[config.mk]
export PLATFORM = sky130hd
export DESIGN_NAME = alu_cmd_issuer
export DESIGN_NICKNAME = d
export VERILOG_FILES = /design/src/rtl/alu_pkg.sv /design/src/rtl/alu_rsp_fifo.sv /design/src/rtl/alu_cmd_issuer.sv
export SDC_FILE = /design/constraint.sdc
export NUM_CORES = 1
export LEC_CHECK = 0
export CORE_ASPECT_RATIO = 1.4
export CORE_UTILIZATION = 45
export CTS_CLUSTER_DIAMETER = 120
export DETAILED_ROUTE_END_ITERATION = 8
export PLACE_DENSITY = 0.75
export SETUP_SLACK_MARGIN = 0.1
export SLEW_MARGIN = 20
export SYNTH_ARGS = -nofsm -noshare
export SYNTH_HDL_FRONTEND = slang
export SYNTH_SLANG_ARGS = --single-unit
[constraint.sdc]
create_clock -name clk -period 2.2 [get_ports clk]
set_clock_uncertainty 0.05 [all_clocks]
set_input_delay 0.44 -clock clk [delete_from_list [all_inputs] [get_ports clk]]
set_output_delay 0.44 -clock clk [all_outputs]
set_load 0.03 [all_outputs]
[src/rtl/alu_pkg.sv]
// Shared types for the ALU command issuer: operand/tag widths, opcodes,
// the issue FSM state and the tagged response record.
package alu_pkg;

   localparam int DATA_W = 16;
   localparam int OP_W   = 4;
   localparam int TAG_W  = 4;

   localparam logic [OP_W-1:0] OP_ADD    = 4'h0;
   localparam logic [OP_W-1:0] OP_SUB    = 4'h1;
   localparam logic [OP_W-1:0] OP_AND    = 4'h2;
   localparam logic [OP_W-1:0] OP_OR     = 4'h3;
   localparam logic [OP_W-1:0] OP_XOR    = 4'h4;
   localparam logic [OP_W-1:0] OP_NOT    = 4'h5;
   localparam logic [OP_W-1:0] OP_SHL    = 4'h6;
   localparam logic [OP_W-1:0] OP_SHR    = 4'h7;
   localparam logic [OP_W-1:0] OP_MUL    = 4'h8;
   localparam logic [OP_W-1:0] OP_CMP    = 4'h9;
   localparam logic [OP_W-1:0] OP_FP_ADD = 4'hA;
   localparam logic [OP_W-1:0] OP_FP_SUB = 4'hB;

   function automatic logic op_is_legal(input logic [OP_W-1:0] op);
      return op <= OP_FP_SUB;
   endfunction

   typedef enum logic {IDLE, ISSUE} state_t;

   typedef struct packed {
      logic [DATA_W-1:0] result;
      logic              zero;
      logic              carry;
      logic              fp_error;
      logic [TAG_W-1:0]  tag;
   } rsp_t;

endpackage

[src/rtl/alu_rsp_fifo.sv]
// Synchronous FIFO of ALU responses; head reads as all-zero while empty.
module alu_rsp_fifo
   import alu_pkg::*;
#(
   parameter int DEPTH = 4,
   localparam int AW   = $clog2(DEPTH)
)(
   input  logic        clk,
   input  logic        rst_n,
   input  logic        push,
   input  rsp_t        push_data,
   input  logic        pop,
   output rsp_t        head,
   output logic [AW:0] count,
   output logic        full,
   output logic        empty
);

   rsp_t          mem [DEPTH];
   logic [AW-1:0] wr_ptr, rd_ptr;
   logic          push_en, pop_en;

   assign full    = (count == (AW+1)'(DEPTH));
   assign empty   = (count == '0);
   assign push_en = push && !full;
   assign pop_en  = pop && !empty;
   assign head    = empty ? '0 : mem[rd_ptr];

   // NOTE: storage is deliberately not reset; empty gates the head, so stale
   // entries are never observable and the array can map to plain RAM.
   always_ff @(posedge clk) begin
      if (push_en) mem[wr_ptr] <= push_data;
   end

   // NOTE: all state uses non-blocking assignment so every register samples
   // pre-edge values, independent of process ordering.
   always_ff @(posedge clk) begin
      if (!rst_n) begin
         wr_ptr <= '0;
         rd_ptr <= '0;
         count  <= '0;
      end else begin
         if (push_en) wr_ptr <= wr_ptr + AW'(1);
         if (pop_en)  rd_ptr <= rd_ptr + AW'(1);
         case ({push_en, pop_en})
            2'b10:   count <= count + (AW+1)'(1);
            2'b01:   count <= count - (AW+1)'(1);
            default: count <= count;
         endcase
      end
   end

endmodule

[src/rtl/alu_cmd_issuer.sv]
// Issues tagged commands to a combinational ALU and queues tagged responses.
// Optional operand-A forwarding of the last result: define ALU_ISSUER_FWD_EN.
module alu_cmd_issuer
   import alu_pkg::*;
#(
   parameter int RSP_DEPTH = 4
)(
   input  logic              clk,
   input  logic              rst_n,
   input  logic              cmd_valid,
   output logic              cmd_ready,
`ifdef ALU_ISSUER_FWD_EN
   input  logic              cmd_fwd_a,
`endif
   input  logic [OP_W-1:0]   cmd_op,
   input  logic [DATA_W-1:0] cmd_a,
   input  logic [DATA_W-1:0] cmd_b,
   input  logic [TAG_W-1:0]  cmd_tag,
   output logic [OP_W-1:0]   alu_op,
   output logic [DATA_W-1:0] alu_a,
   output logic [DATA_W-1:0] alu_b,
   input  logic [DATA_W-1:0] alu_result,
   input  logic              alu_zero,
   input  logic              alu_carry,
   input  logic              alu_fp_error,
   output logic              rsp_valid,
   input  logic              rsp_ready,
   output logic [DATA_W-1:0] rsp_result,
   output logic              rsp_zero,
   output logic              rsp_carry,
   output logic              rsp_fp_error,
   output logic [TAG_W-1:0]  rsp_tag,
   output logic              busy,
   output logic [7:0]        err_count
);

   localparam int CNT_W = $clog2(RSP_DEPTH) + 1;

   state_t             state, state_nxt;
   logic               accept, push, pop;
   logic               illegal_q;
   logic [TAG_W-1:0]   tag_q;
   rsp_t               push_rsp, head;
   logic [CNT_W-1:0]   fifo_count;
   logic               fifo_full, fifo_empty;
   logic [DATA_W-1:0]  a_sel;
`ifdef ALU_ISSUER_FWD_EN
   logic [DATA_W-1:0]  last_result;
`endif

   // NOTE: every always_comb output gets a default first, so no path can
   // leave it unassigned and infer a latch.
   always_comb begin
      state_nxt = state;
      cmd_ready = 1'b0;
      push      = 1'b0;
      case (state)
         IDLE: begin
            cmd_ready = !fifo_full;
            if (cmd_valid && !fifo_full) state_nxt = ISSUE;
         end
         ISSUE: begin
            push      = 1'b1;
            state_nxt = IDLE;
         end
      endcase
   end

   assign accept = cmd_valid && cmd_ready;
   assign pop    = rsp_ready && !fifo_empty;

`ifdef ALU_ISSUER_FWD_EN
   assign a_sel = cmd_fwd_a ? last_result : cmd_a;
`else
   assign a_sel = cmd_a;
`endif

   // Illegal ops still occupy an ISSUE slot but report a fixed error record.
   always_comb begin
      push_rsp = '0;
      if (illegal_q) begin
         push_rsp.zero     = 1'b1;
         push_rsp.fp_error = 1'b1;
         push_rsp.tag      = tag_q;
      end else begin
         push_rsp.result   = alu_result;
         push_rsp.zero     = alu_zero;
         push_rsp.carry    = alu_carry;
         push_rsp.fp_error = alu_fp_error;
         push_rsp.tag      = tag_q;
      end
   end

   always_ff @(posedge clk) begin
      if (!rst_n) begin
         state     <= IDLE;
         alu_op    <= '0;
         alu_a     <= '0;
         alu_b     <= '0;
         tag_q     <= '0;
         illegal_q <= 1'b0;
         err_count <= '0;
`ifdef ALU_ISSUER_FWD_EN
         last_result <= '0;
`endif
      end else begin
         state <= state_nxt;
         if (accept) begin
            alu_op    <= op_is_legal(cmd_op) ? cmd_op : OP_ADD;
            alu_a     <= a_sel;
            alu_b     <= cmd_b;
            tag_q     <= cmd_tag;
            illegal_q <= !op_is_legal(cmd_op);
         end
         if (push && push_rsp.fp_error && err_count != 8'hFF)
            err_count <= err_count + 8'd1;
`ifdef ALU_ISSUER_FWD_EN
         if (push) last_result <= push_rsp.result;
`endif
      end
   end

   alu_rsp_fifo #(.DEPTH(RSP_DEPTH)) u_rsp_fifo (
      .clk       (clk),
      .rst_n     (rst_n),
      .push      (push),
      .push_data (push_rsp),
      .pop       (pop),
      .head      (head),
      .count     (fifo_count),
      .full      (fifo_full),
      .empty     (fifo_empty)
   );

   assign rsp_valid    = !fifo_empty;
   assign rsp_result   = head.result;
   assign rsp_zero     = head.zero;
   assign rsp_carry    = head.carry;
   assign rsp_fp_error = head.fp_error;
   assign rsp_tag      = head.tag;
   assign busy         = (state != IDLE) || (fifo_count != '0);

endmodule

==> results of run 1 <==
## sequential cells by signal (all words and copies together) (netlist names), named ones only
| name | count |
|---|---|
| alu_a | 16 |
| state | 1 |
| tag_q | 4 |
| u_rsp_fifo.wr_ptr | 2 |
| alu_op | 4 |
| alu_b | 16 |
| u_rsp_fifo.count | 3 |
| illegal_q | 1 |
| err_count | 8 |
| u_rsp_fifo.rd_ptr | 2 |
| u_rsp_fifo.mem | 92 |
## cell usage after synthesis (all sizes together) (2+ instances only)
cell type,instances
ha,6
o21ai,5
and3,7
mux2i,45
dfxtp,59
nor2b,41
o211ai,2
nand2b,2
clkbuf,19
nand3,6
nor3,2
xor2,4
nand2,87
a211oi,3
or2,2
mux4,23
buf,9
a21oi,6
edfxtp,92
inv,11
nand3b,2
nor3b,2
nor2,7
## path summary, 6_finish.rpt
check,from,to,cells after the start
setup reg to reg,u_rsp_fifo.count[2]$_SDFFE_PN0P_,u_rsp_fifo.count[2]$_SDFFE_PN0P_,8
setup / recovery,flop,rsp_zero,5
hold reg to reg,alu_b[3]$_SDFFE_PN0P_,alu_b[3]$_SDFFE_PN0P_,2
hold / removal,rst_n,err_count[4]$_SDFFE_PN0P_,3
## worst register-to-register path, delay by kind of cell, from the launching register on
kind | cells | cell delay [ns]
AO/OA/AOI/OAI | 1 | 0.14
XOR/XNOR | 1 | 0.16
adder cells (fa/ha/maj) | 2 | 0.48
buffers and inverters | 1 | 0.03
flip-flops | 1 | 0.39
AND/OR/NAND/NOR | 3 | 0.83
## routing by layer
metal,part of all wire (%),GRT usage [%]
met5,0,0
met4,0.87,5.49
met3,6.2,6.45
met2,54,35.6
met1,39,20.1
## layout make-up
cell class                 instances  area, µm²  area share, %
clock buffer                      17        425           4.91
sequential                       151       3950           45.6
multi-input combinational        266       2200           25.4
inverter                          11       41.3          0.476
timing repair buffer             160       1660           19.1
clock inverter                    15        165           1.91
tap                              182        228           2.63
## cell families (layout without fill, tap and decap cells)
| family | count (synthesis) | after routing | synth area share, % |
|---|---|---|---|
| AOI/OAI and AO/OA | 23 | 23 | 2.42 |
| muxes | 68 | 68 | 15.6 |
| xor gates and xnor gates | 4 | 4 | 0.564 |
| DFF | 151 | 151 | 63.5 |
| buffers and inverters | 39 | 203 | 3.60 |
| and+or+nand+nor | 164 | 164 | 12.8 |
| adders and majority gates | 7 | 7 | 1.53 |
## power by group through the flow
stage	sequential, mW	combinational, mW	clock (mW)
6_report	3.36	3.27	2.88
5_1_grt	3.38	3.46	3.06
4_1_cts	3.35	3.16	2.94
3_5_place_dp	3.39	2.73	0
3_3_place_gp	3.38	2.68	0
2_1_floorplan	3.49	1.55	0
## through the flow
stage | cell area (µm²) | TNS, ns | cells
6_report | 8670 | -1.33 | 802
5_1_grt | 8670 | -2.67 | 802
4_1_cts | 8590 | -1.99 | 801
3_5_place_dp | 7820 | -1.11 | 760
3_3_place_gp | 7820 | -0.744 | 760
2_1_floorplan | 6250 | 0 | 456
## timing repair
item | 4_1_cts | 5_1_grt
buffers inserted | 7 | 1
gates resized for setup | 147 | 25
pin swaps | 7 | 3
endpoints found under the setup margin | 28 | 28
cloned | 2 | 0
endpoints found under the hold margin | 0 | 0
==> impl_metrics.ini, run 1 <==
[floorplan]
core_um2 = 13500
start_util_pct = 46.2
fp-row-count = 50
dieArea_um2 = 14300
die_h_um = 141
die_x_um = 101
io_pins = 133

[timing]
slew_headroom_pct = 68.0
rsz0062_at_grt = true
setup_violations = 20
final_max_slew_viol_count = 0
post-route-period-util_pct = 105
fin_ws_ns = -0.115
max_freq_mhz = 432
period_minus_slack_ns = 2.32
hold_violations = 0
fin_hold_ws_ns = 0.405
worst_slew_pin_slew_ns = 0.474

[pwr]
p_per_area_nw_per_um2 = 1100
p_int_mw = 6.57
p_switching_mw = 2.93
fin_total_pwr_mw = 9.50
power_frac_comb_pct = 34.4
p_leak_nw = 3.21
switching_share_pct = 30.8
ir_worst_vdd_mv = 0.633
p_clk_share_pct = 30.3
p_seq_share_pct = 35.3

[worst_setup_path]
startpoint_type = flop
cp.required_ns = 1.71
cp_common_cell = buf_6
slowest_delay_ns = 0.50
rrSetupSlack_ns = 0.03
crit_arrival_ns = 1.83
crit_fanout = 5
crit_buf_inv = 3
end_kind = output port
worstSetupPathType = reg2out
cp_cell_sequence = buf_6 -> buf_6 -> mux4_2 -> nor2b_4 -> buf_12
crit_family = multiplexers
crit_slowest_cell = mux4_2

[logic_synthesis]
synth_top_flop_cell = edfxtp_1
yosys_register_bits = 151
synth_top_area_share_pct = 44.5
synth.avg_cell_area_um2 = 13.6
syn_inst = 456
synth_area_leaders = edfxtp_1, dfxtp_1, mux4_2, mux2i_1, nand2_1
ys_types = 40
async_flop_share_pct = 0
synthesis.area_um2 = 6210
yosysWarningCount = 0
synth_seq_area_share_pct = 63.5
synth_enable_flop_cells = 92
synth_top_area_cell = edfxtp_1
synth_nets = 526

[finish]
num_antenna_cells = 0
layout_commonest_cell = clkdlybuf4s50_1
fill_cells = 989
final_cell_mix = clkdlybuf4s50_1, edfxtp_1, nand2_1
finalNetCount = 677
post-route-util_pct = 64.5
syn2layout_area_growth_pct = 39.5
layout-drive-gt1-share_pct = 22.6

[status]
violations = setup timing
outcome = finished, violations left

[clocking]
cts.sinks = 151
postCtsHoldBufs = 0
cts_tree = built
cts_max_level = 4
root_buffer = clkbuf_16
path_clk_slew_ns = 0.06
clockBufferDepth = 2
cts-buffers-inserted = 17
insertion_delay_ns = 0.41

[detailed_routing]
viasPerCell = 5.03
drt_iter0_markers = 120
dr.pass1.iters = 4
wl_um = 13200
wire_per_inst_um = 16.4
postRouteAntennaNets = 0
drc_errors = 0
vias = 4031

[placement]
io_buffer_count = 132
hpwl_um = 8430
pre_cts_ws_ns = -0.250
place.gp.congestion = 0.757

[global_routing]
grt_antenna_before_repair = 0
grt_max_degree = 57
grt_pass1_vias = 4228
grt_overflow = 0
grt_pass1_wl_um = 20500
grt_usage_pct = 19.2

[flow_run]
max_cap_viol_count = 0

[hold_path]
min_path_type = in2reg
Power figures use the tool's default switching activity.
==> run 2, diff against run 1 <==
Settings changed: CORE_MARGIN from default to 5.
==> run 2 against run 1 <==
Against the previous run: the flow still finishes with violations (setup timing); clock-buffer cell count rose by 5; utilization barely moved; sequential share of layout area barely moved; critical path depth fell by 1; worst setup slack improved by 0.045 ns; final cell count fell by 0.25%; flip-flop and latch count did not move; global-route usage fell by 1.6 points; via count rose by 0.67%; final area barely moved; power fell by 1.9%; critical endpoint is now rsp_result[3]; highest routed layer unchanged.
==> impl_metrics.ini, run 2 (synthesis results as in run 1) <==
[timing]
post-route-period-util_pct = 103
hold_violations = 0
worst_slew_pin_slew_ns = 0.589
period_minus_slack_ns = 2.27
fin_ws_ns = -0.0707
max_freq_mhz = 440
final_max_slew_viol_count = 0
fin_setup_tns_ns = -1.20
rsz0062_at_grt = true
slew_headroom_pct = 60.3
setup_violations = 23
fin_hold_ws_ns = 0.408

[detailed_routing]
viasPerCell = 5.07
drt_iter0_markers = 161
vias = 4058
postRouteAntennaNets = 0
drc_errors = 0
wl_um = 13500
wire_per_inst_um = 16.9
dr.pass1.iters = 5

[worst_setup_path]
worstSetupPathType = reg2out
startpoint_type = flop
cp.required_ns = 1.71
crit_fanout = 7
end_kind = output port
crit_arrival_ns = 1.78

[clocking]
cts.sinks = 151
cts_max_level = 4
root_buffer = clkbuf_16
clockBufferDepth = 2
cts_tree = built
cts-buffers-inserted = 17
insertion_delay_ns = 0.42
path_clk_slew_ns = 0.06

[global_routing]
grt_pass1_vias = 4361
grt_overflow = 0
grt_max_degree = 57
grt_antenna_before_repair = 0
grt_pass1_wl_um = 21800
grt_usage_pct = 17.6

[floorplan]
die_h_um = 149
dieArea_um2 = 16300
core_um2 = 13500
start_util_pct = 46.2
io_pins = 133
die_x_um = 109
fp-row-count = 50

[finish]
layout_commonest_cell = clkdlybuf4s50_1
syn2layout_area_growth_pct = 39.6
final_cell_mix = clkdlybuf4s50_1, edfxtp_1, nand2_1
post-route-util_pct = 64.5
regMostFlops = u_rsp_fifo.mem
reg_top3 = u_rsp_fifo.mem (92), alu_a (16), alu_b (16)
instances_no_fill = 800
num_antenna_cells = 0
seqCellArea_um2 = 3960
finalNetCount = 675
fill_cells = 982
fin_area_um2 = 8670
multiInputGateArea_um2 = 2190
largest_reg_flops = 92
layout-drive-gt1-share_pct = 21.7

[placement]
dp.cells = 760
place.gp.congestion = 0.701
dpl_cell_area_um2 = 7860
io_buffer_count = 132
hpwl_um = 9080
pre_cts_ws_ns = -0.143

[pwr]
ir_worst_vdd_mv = 0.637
p_leak_nw = 3.22
p_per_area_nw_per_um2 = 1080
fin_total_pwr_mw = 9.33

[hold_path]
min_path_type = reg2reg

[flow_run]
max_cap_viol_count = 0

[status]
violations = setup timing
outcome = finished, violations left
-- run 2: cell count changes in the layout (fill, tap and decap cells not counted), moves of 3 or more --
cell	delta
clkinv_2	+3
clkinvlp_4	-3
inv_6	-6
clkbuf_1	+3
buf_4	-5
-- run 2: worst max-delay path: stages (launching register included) --
cell	delay (ns)
dfxtp_4	0.42
buf_12	0.15
mux4_2	0.51
nor2b_4	0.15
buf_6	0.13
-- run 2: worst paths after layout --
path | slack (ns) | endpoint | startpoint | cells after the start
worst min register to register | 0.41 | alu_b[5]$_SDFFE_PN0P_ | alu_b[5]$_SDFFE_PN0P_ | 2
worst max register to register | 0.09 | u_rsp_fifo.count[2]$_SDFFE_PN0P_ | u_rsp_fifo.count[0]$_SDFFE_PN0P_ | 8
worst min-delay path | 0.41 | alu_b[5]$_SDFFE_PN0P_ | alu_b[5]$_SDFFE_PN0P_ | 2
worst max-delay path | -0.07 | rsp_result[3] | flop | 4
-- run 2: power breakdown --
part | internal [mW] | switching (mW)
Clock | 1.58 | 1.09
Sequential | 3.22 | 0.143
Combinational | 1.69 | 1.60
-- run 2: metal layers --
metal / share of wire (%) / track usage [%] / wire length (µm)
met1: 40 / 19.2 / 5400
met2: 50 / 30.8 / 6830
met3: 8.2 / 7.32 / 1110
met4: 1.5 / 5.30 / 207
met5: 0 / 0 / 0
-- run 2: repair_timing --
item | 4_1_cts | 5_1_grt
setup endpoints to repair | 27 | 27
resized for setup | 146 | 30
cloned | 3 | 0
hold buffers | 0 | 0
buffers inserted | 5 | 0
pin swaps | 5 | 0
-- run 2: final cells by class --
| class | count | share of cell area, % |
|---|---|---|
| Sequential cell | 151 | 45.7 |
| Timing Repair Buffer | 158 | 19.6 |
| Multi-Input combinational cell | 266 | 25.3 |
| Tap cell | 182 | 2.63 |
| Clock inverter | 10 | 0.793 |
| Clock buffer | 22 | 5.61 |
| Inverter | 11 | 0.476 |
